File: config.mk
export PLATFORM = sky130hd
export DESIGN_NAME = instr_fetch_buffer
export DESIGN_NICKNAME = d
export VERILOG_FILES = /design/src/rtl/instr_fetch_buffer_pkg.sv /design/src/rtl/ifb_slot_store.sv /design/src/rtl/instr_fetch_buffer.sv
export SDC_FILE = /design/constraint.sdc
export NUM_CORES = 1
export LEC_CHECK = 0
export ABC_AREA = 1
export CAP_MARGIN = 20
export CORE_MARGIN = 2
export CORE_UTILIZATION = 30
export CTS_BUF_LIST = sky130_fd_sc_hd__clkbuf_8
export DETAILED_ROUTE_END_ITERATION = 7
export HOLD_SLACK_MARGIN = 0.1
export PLACE_DENSITY = 0.52
export SETUP_SLACK_MARGIN = 0.1
export SYNTH_ARGS = -nofsm -noshare
export SYNTH_HDL_FRONTEND = slang
export SYNTH_SLANG_ARGS = --single-unit
File: constraint.sdc
create_clock -name clk -period 10.8 [get_ports clk]
set_input_delay 1.62 -clock clk [delete_from_list [all_inputs] [get_ports clk]]
set_output_delay 1.62 -clock clk [all_outputs]
set_load 0.02 [all_outputs]
File: src/rtl/instr_fetch_buffer_pkg.sv
// instr_fetch_buffer_pkg: shared fetch constants and slot record type
package instr_fetch_buffer_pkg;
  localparam logic [31:0] INITIAL_ADDRESS = 32'h0000_3000;
  localparam int INSTR_WIDTH = 32;
  localparam int FETCH_WORD_BYTES = 4;
  typedef struct packed {
    logic pending;
    logic [31:0] pc;
    logic [INSTR_WIDTH-1:0] instr;
  } slot_t;
endpackage

File: src/rtl/ifb_slot_store.sv
// ifb_slot_store: DEPTH slots of {pending, pc, instr} with alloc, fill and head-read ports
module ifb_slot_store
  import instr_fetch_buffer_pkg::*;
#(
  parameter int DEPTH = 4
) (
  input  logic                       clk,
  input  logic                       reset,
  input  logic                       alloc_en,
  input  logic [$clog2(DEPTH)-1:0]   alloc_idx,
  input  logic [31:0]                alloc_pc,
  input  logic                       fill_en,
  input  logic [$clog2(DEPTH)-1:0]   fill_idx,
  input  logic [INSTR_WIDTH-1:0]     fill_instr,
  input  logic [$clog2(DEPTH)-1:0]   head_idx,
  output logic [31:0]                head_pc,
  output logic [INSTR_WIDTH-1:0]     head_instr,
  output logic                       head_pending
);
  slot_t slots [DEPTH];
  always_ff @(posedge clk or posedge reset) begin
    if (reset) begin
      for (int i = 0; i < DEPTH; i++) slots[i] <= '0;
    end else begin
      if (alloc_en) begin
        slots[alloc_idx].pending <= 1'b1;
        slots[alloc_idx].pc <= alloc_pc;
      end
      if (fill_en) begin
        slots[fill_idx].pending <= 1'b0;
        slots[fill_idx].instr <= fill_instr;
      end
    end
  end
  assign head_pc = slots[head_idx].pc;
  assign head_instr = slots[head_idx].instr;
  assign head_pending = slots[head_idx].pending;
endmodule

File: src/rtl/instr_fetch_buffer.sv
// instr_fetch_buffer: fetch PC owner, in-order imem requests, slot queue to decode; FETCH_BYPASS_EN adds same-cycle response bypass
module instr_fetch_buffer
  import instr_fetch_buffer_pkg::*;
#(
  parameter int          DEPTH      = 4,
  parameter logic [31:0] RESET_ADDR = INITIAL_ADDRESS
) (
  input  logic                     clk,
  input  logic                     reset,
  input  logic                     redirect_valid,
  input  logic [31:0]              redirect_pc,
  output logic                     imem_req_valid,
  output logic [31:0]              imem_req_addr,
  input  logic                     imem_req_ready,
  input  logic                     imem_rsp_valid,
  input  logic [INSTR_WIDTH-1:0]   imem_rsp_data,
  output logic                     out_valid,
  output logic [31:0]              out_pc,
  output logic [INSTR_WIDTH-1:0]   out_instr,
  input  logic                     out_ready,
  output logic [$clog2(DEPTH):0]   count
);
  localparam int AW = $clog2(DEPTH);
  localparam int DW = AW + 4;
  localparam logic [AW:0] FULL = (AW+1)'(DEPTH);
  logic [31:0] fetch_pc;
  logic [AW-1:0] head, tail, fill;
  logic [AW:0] npend;
  logic [DW-1:0] drop_cnt, outstanding;
  logic [31:0] head_pc;
  logic [INSTR_WIDTH-1:0] head_instr;
  logic head_pending, req_fire, rsp_drop, rsp_fill, fill_we, deq;
  assign imem_req_valid = !reset && !redirect_valid && count < FULL;
  assign imem_req_addr = fetch_pc;
  assign req_fire = imem_req_valid && imem_req_ready;
  assign rsp_drop = imem_rsp_valid && drop_cnt != '0;
  assign rsp_fill = imem_rsp_valid && drop_cnt == '0 && npend != '0;
  assign outstanding = drop_cnt + DW'(npend);
  assign out_pc = head_pc;
  assign deq = out_valid && out_ready;
`ifdef FETCH_BYPASS_EN
  logic byp;
  // a pending head is always the fill target, so the arriving word belongs to it
  assign byp = rsp_fill && head_pending && count != '0;
  assign out_valid = (count != '0 && !head_pending) || byp;
  assign out_instr = byp ? imem_rsp_data : head_instr;
  assign fill_we = rsp_fill && !(byp && out_ready);
`else
  assign out_valid = count != '0 && !head_pending;
  assign out_instr = head_instr;
  assign fill_we = rsp_fill;
`endif
  ifb_slot_store #(.DEPTH(DEPTH)) u_store (
    .clk(clk),
    .reset(reset),
    .alloc_en(req_fire),
    .alloc_idx(tail),
    .alloc_pc(fetch_pc),
    .fill_en(fill_we && !redirect_valid),
    .fill_idx(fill),
    .fill_instr(imem_rsp_data),
    .head_idx(head),
    .head_pc(head_pc),
    .head_instr(head_instr),
    .head_pending(head_pending)
  );
  always_ff @(posedge clk or posedge reset) begin
    if (reset) begin
      fetch_pc <= RESET_ADDR;
      head <= '0;
      tail <= '0;
      fill <= '0;
      count <= '0;
      npend <= '0;
      drop_cnt <= '0;
    end else if (redirect_valid) begin
      fetch_pc <= {redirect_pc[31:2], 2'b00};
      head <= '0;
      tail <= '0;
      fill <= '0;
      count <= '0;
      npend <= '0;
      // a response landing in the redirect cycle is already one of the discarded ones
      drop_cnt <= outstanding - DW'(imem_rsp_valid && outstanding != '0);
    end else begin
      fetch_pc <= req_fire ? fetch_pc + 32'(FETCH_WORD_BYTES) : fetch_pc;
      tail <= tail + AW'(req_fire);
      fill <= fill + AW'(rsp_fill);
      head <= head + AW'(deq);
      count <= count + (AW+1)'(req_fire) - (AW+1)'(deq);
      npend <= npend + (AW+1)'(req_fire) - (AW+1)'(rsp_fill);
      drop_cnt <= drop_cnt - DW'(rsp_drop);
    end
  end
endmodule
==> run metrics, run 1 <==
CTS HTree Levels=2; fmax=178.4 MHz; status=completed; WP data required=9.18 ns; Synth Area in Compound Gates=0.1744; Ys Warns=0; mux cell area share after synthesis=0.001383; die area=50,040 µm²; Max clock buf depth=3; Starting Density=0.3039; Final GP Congestion=0.8801; Area growth syn-to-layout=22.24%; WL/cell=16.99 µm; adder-cell share of the synthesized area=0.01797; grt ovf=0; power per cell area=189.8 nW/µm²; worst slack, placed=5.781 ns; Yosys top cell area share=0.5150; share of cells above drive strength 1=0.07379; Setup TNS Final=0 ns; simple-gate share of the synthesized area=0.2078; post-synthesis sequential area ratio=0.5186; initial antenna violation count=1; count leader, synth=nand2_1; R2R Setup Slk=6.99 ns; Hold Path Origin=u_store.slots[28]; Global Route Usage Sum=0.1793; antenna-violating nets left=0; Reg-to-Reg Start=head[1]; post-cts sizing count=0; WS Path Type=reg2out; Routed WL=43,840 µm; total core area=47,650 µm²; Worst setup EP type=output port; placed cells=2,478; nets=2,012; post-route setup slack=5.196 ns; xor/xnor cell area share of the yosys netlist=0.006653; syn avg cell area=8.094 µm²; Final Hold Fails=0; die width=223.7 µm; end of the worst hold path=u_store.slots[28]; R2R cell count=12; clk sinks=300; # port buffers=164; # fillers=4,996; largest area contributor in the netlist=dfrtp_1; Worst-path clk slew=0.06 ns; Root Driver=clkbuf_8; Worst Setup Start Kind=flip-flop; cts hold-fix bufs=0; total power=0.003360 W; RSZ-0062 raised after global routing=no; endpoints failing setup=0; Die H=223.7 µm; Worst Path Max Fanout=58; Rel. slew slack=0.3467; R2R Path End=count[2]; largest family of logic cells by synthesized area=simple AND/OR/NAND/NOR gates; Clk Latency, worst-skew pair=0.65 ns; first-pass GRT wire length=70,440 µm; main flop type after synthesis=dfrtp_1; # diodes=0; Synth area leaders=dfrtp_1 51%, nand2_1 9.1%, o21ai_0 8.0%; hpwl dp=27,190 µm; vias in the first global route=12.59k; Met3 Routed Length=2270 µm; Met1 Routed Length=19,950 µm; Worst Tran Pin Value=0.9800 ns; Remaining DRCs=0; Ports=171; post-synth cell types=40; EDFF count, synth=0; Fin Hold WS=0.4711 ns; via/cell ratio=4.842; First-pass DRT Iterations=5; Post-CTS Setup Bufs=0; max-slew violations=0; CTS tree=built; crit path from=head[1]; DR top layer=met5; VDD IR max=0.07397 mV; HP Class=reg2reg; register area=7515 µm²; total number of vias=12.49k; largest net degree at the start of global routing=165; flops & latches, synth=300; clock skew=0.03512 ns; post-layout min period=5.605 ns; row cnt=80; leakage power=8.325 nW; Tcrit/Tclk final=0.5189; initial DRC count=743; post-synthesis cell count=1,789; met2 WL post-DR=20,420 µm; combined area of the multi-input logic cells=5952 µm²; WP data arrival=3.98 ns; Post-synth ARST share=1.000; TritonCTS buffer count=56; Non-Filler Instances=2,580; most frequent cells after synthesis=351 x nand2_1, 298 x dfrtp_1, 286 x nor2_1; hold path cells=2; Max Cap Viol=0; Synth Cell Area=14,480 µm²
[logic make-up after synthesis]
| family | after synthesis |
|---|---|
| fa+ha+maj | 19 |
| xor+xnor | 11 |
| other cells | 1 |
| simple gates | 747 |
| compound gates | 461 |
| buf+inv | 248 |
| flops | 300 |
| mux | 2 |
[per-stage QoR]
stage | area, µm² | utilization
final | 17700 | 0.3715
after global placement | 16540 | 0.3471
after global routing | 17700 | 0.3715
after detailed placement | 16540 | 0.3471
after CTS | 17650 | 0.3704
after floorplan | 14490 | -
[worst max-delay path, stage by stage, from the launching register on]
cell             delay (ns)
dfrtp_2                0.33
buf_4                  0.60
clkinv_2               0.68
buf_4                  0.50
a21oi_1                0.19
o21ai_0                0.12
o21ai_0                0.18
clkdlybuf4s50_1        0.67
[routing by layer]
metal,GRT usage,vias up
met5,0,-
li1,-,6145
met3,0.03371,75
met1,0.2343,5950
met4,0.06215,2
met2,0.2979,320
[area by class of cell]
cell class / instances / share of cell area
sequential: 300 / 0.4245
multi-input combinational: 1244 / 0.3363
timing repair buffer: 182 / 0.1031
clock buffer: 69 / 0.05365
tap: 615 / 0.04347
inverter: 139 / 0.03011
clock inverter: 31 / 0.008906
[state kept, by name, indices dropped and copies added, names as in the netlist]
| name | count |
|---|---|
| head | 2 |
| count | 3 |
| imem_req_addr | 30 |
| drop_cnt | 6 |
| npend | 3 |
| u_store.slots | 252 |
| fill | 2 |
| tail | 2 |
[report_power, final]
part	internal (W)	switching, W
clock network	0.000596	0.000490
logic	0.000368	0.000497
registers	0.00130	0.000111
[cell usage in the layout (no fill, tap or decap), types with 2 or more instances in the layout]
master and instances:
nor2_1 286, nand3_1 79, o22ai_1 55, nand2_2 4, inv_1 157, o21ai_1 31, dfstp_2 2, ha_1 16
nor3_1 15, clkdlybuf4s50_1 163, buf_4 15, nand4_1 5, dfrtp_1 296, clkbuf_8 69, nor3_4 6, o21ai_0 232
o211ai_1 7, conb_1 4, buf_16 2, clkinv_2 6, a21oi_1 99, xor2_1 9, mux2i_1 2, a21oi_2 29
xnor2_1 2, o221ai_1 3, nand2_1 348, fa_1 3
[worst max-delay path by stage]
stage	end
2_1_floorplan	count[0]
3_3_place_gp	out_pc[23]
3_5_place_dp	out_pc[24]
4_1_cts	out_pc[23]
5_1_grt	out_pc[16]
6_report	out_pc[24]
Power figures use the tool's default switching activity.
==> run 2: changes to the inputs <==
PLACE_DENSITY = 0.54   (was 0.52)
clock period = 4.9 ns   (was 10.8 ns; I/O delays follow)
==> run metrics, run 2 (synthesized netlist as in run 1, its figures left out) <==
status=completed; Setup TNS Final=0 ns; Rel. slew slack=0.3723; vias in the first global route=12.36k; Worst Setup Start Kind=flip-flop; via/cell ratio=4.825; top register by number of flip-flops=u_store.slots; Post-CTS Setup Bufs=0; WP data required=4.16 ns; total power=0.007377 W; post-cts sizing count=0; # fillers=4,913; max-slew violations=0; largest net degree at the start of global routing=115; Worst setup EP type=output port; grt ovf=0; Worst-path clk slew=0.06 ns; TritonCTS buffer count=55; Tcrit/Tclk final=0.7879; post-layout min period=3.861 ns; First-pass DRT Iterations=5; WL/cell=16.95 µm; WP data arrival=3.13 ns; Final Hold Fails=0; leakage power=8.337 nW; total number of vias=12.47k; most frequent cells in the layout=349 x nand2_1, 296 x dfrtp_1, 286 x nor2_1, 232 x o21ai_0, 163 x clkdlybuf4s50_1; antenna-violating nets left=0; # port buffers=164; VDD IR max=0.2300 mV; nets=2,023; CTS HTree Levels=2; Global Route Usage Sum=0.1780; die width=223.7 µm; Ports=171; die area=50,040 µm²; Final GP Congestion=0.8857; endpoints failing setup=0; first-pass GRT wire length=69,960 µm; fmax=259.0 MHz; HP Class=reg2reg; total core area=47,650 µm²; Max clock buf depth=3; cts hold-fix bufs=0; commonest non-fill, non-tap cell in the layout=nand2_1; row cnt=80; Clk Latency, worst-skew pair=0.63 ns; hpwl dp=27,870 µm; CTS tree=built; Die H=223.7 µm; Remaining DRCs=0; power per cell area=415.6 nW/µm²; Area growth syn-to-layout=22.58%; clk sinks=300; Worst Path Max Fanout=51; # diodes=0; RSZ-0062 raised after global routing=no; Root Driver=clkbuf_8; initial antenna violation count=1; Max Cap Viol=0; WS Path Type=reg2out; Routed WL=43,820 µm; clock skew=0.03077 ns; share of cells above drive strength 1=0.07614; Starting Density=0.3039; initial DRC count=706; max reg flops=252; Worst Tran Pin Value=0.9385 ns
## run 2: cell count changes in the layout (fill, tap and decap cells not counted), moves of 2 or more
cell / delta
buf_16: -2
clkinvlp_4: +2
clkinv_2: -3
clkbuf_8: -4
inv_1: -2
buf_12: +4
buf_4: +10
## run 2: final timing paths
path | startpoint | endpoint | slack [ns] | cells after the start
worst max-delay path | head[0] | out_instr[0] | 1.04 | 5
worst min-delay path | u_store.slots[31] | u_store.slots[31] | 0.47 | 2
worst max register to register | head[0] | count[2] | 1.81 | 12
worst min register to register | u_store.slots[31] | u_store.slots[31] | 0.47 | 2
max in group asynchronous | reset | u_store.slots[82] | 3.43 | 3
min in group asynchronous | reset | u_store.slots[157] | 0.49 | 2
## run 2: stage by stage
| stage | util | setup WS (ns) | hold WS, ns | area [µm²] | instances |
|---|---|---|---|---|---|
| final | 0.3725 | 1.039 | 0.4711 | 17750 | 2585 |
| after global routing | 0.3725 | 0.8252 | 0.4647 | 17750 | 2585 |
| after CTS | 0.3725 | 0.9279 | 0.4448 | 17750 | 2585 |
| after detailed placement | 0.3502 | 1.601 | 0.4594 | 16690 | 2492 |
| after global placement | 0.3502 | 1.646 | 0.4541 | 16690 | 2492 |
| after floorplan | - | 0.1796 | 0.4426 | 14500 | 1792 |
## run 2: cell type report
| type | instances | area, µm² | area share |
|---|---|---|---|
| Sequential cell | 300 | 7515 | 0.4234 |
| Multi-Input combinational cell | 1244 | 5949 | 0.3352 |
| Timing Repair Buffer | 194 | 1924 | 0.1084 |
| Clock buffer | 65 | 894.6 | 0.05040 |
| Tap cell | 615 | 769.5 | 0.04335 |
| Inverter | 139 | 528.0 | 0.02975 |
| Clock inverter | 28 | 168.9 | 0.009516 |
## run 2: metal layers
metal | up-vias | part of all wire | global-route usage
li1 | 6152 | - | -
met1 | 5885 | 0.46 | 0.2383
met4 | 2 | 0.023 | 0.05462
met3 | 75 | 0.049 | 0.03056
met2 | 358 | 0.47 | 0.2944
met5 | - | 0.00030 | 0
## run 2: power breakdown
part / leakage (nW) / switching (W) / total (W) / internal, W
sequential: 3.91 / 0.000248 / 0.00311 / 0.00286
combinational: 3.81 / 0.00110 / 0.00191 / 0.000812
clock: 0.619 / 0.00106 / 0.00236 / 0.00129
total: 8.34 / 0.00241 / 0.00738 / 0.00497
## run 2: critical path, stage by stage, from the launching register on
cell and delay [ns]:
dfrtp_4 0.65, inv_4 0.49, buf_12 0.31, o21ai_0 0.11, o22ai_1 0.23, clkdlybuf4s50_1 0.66
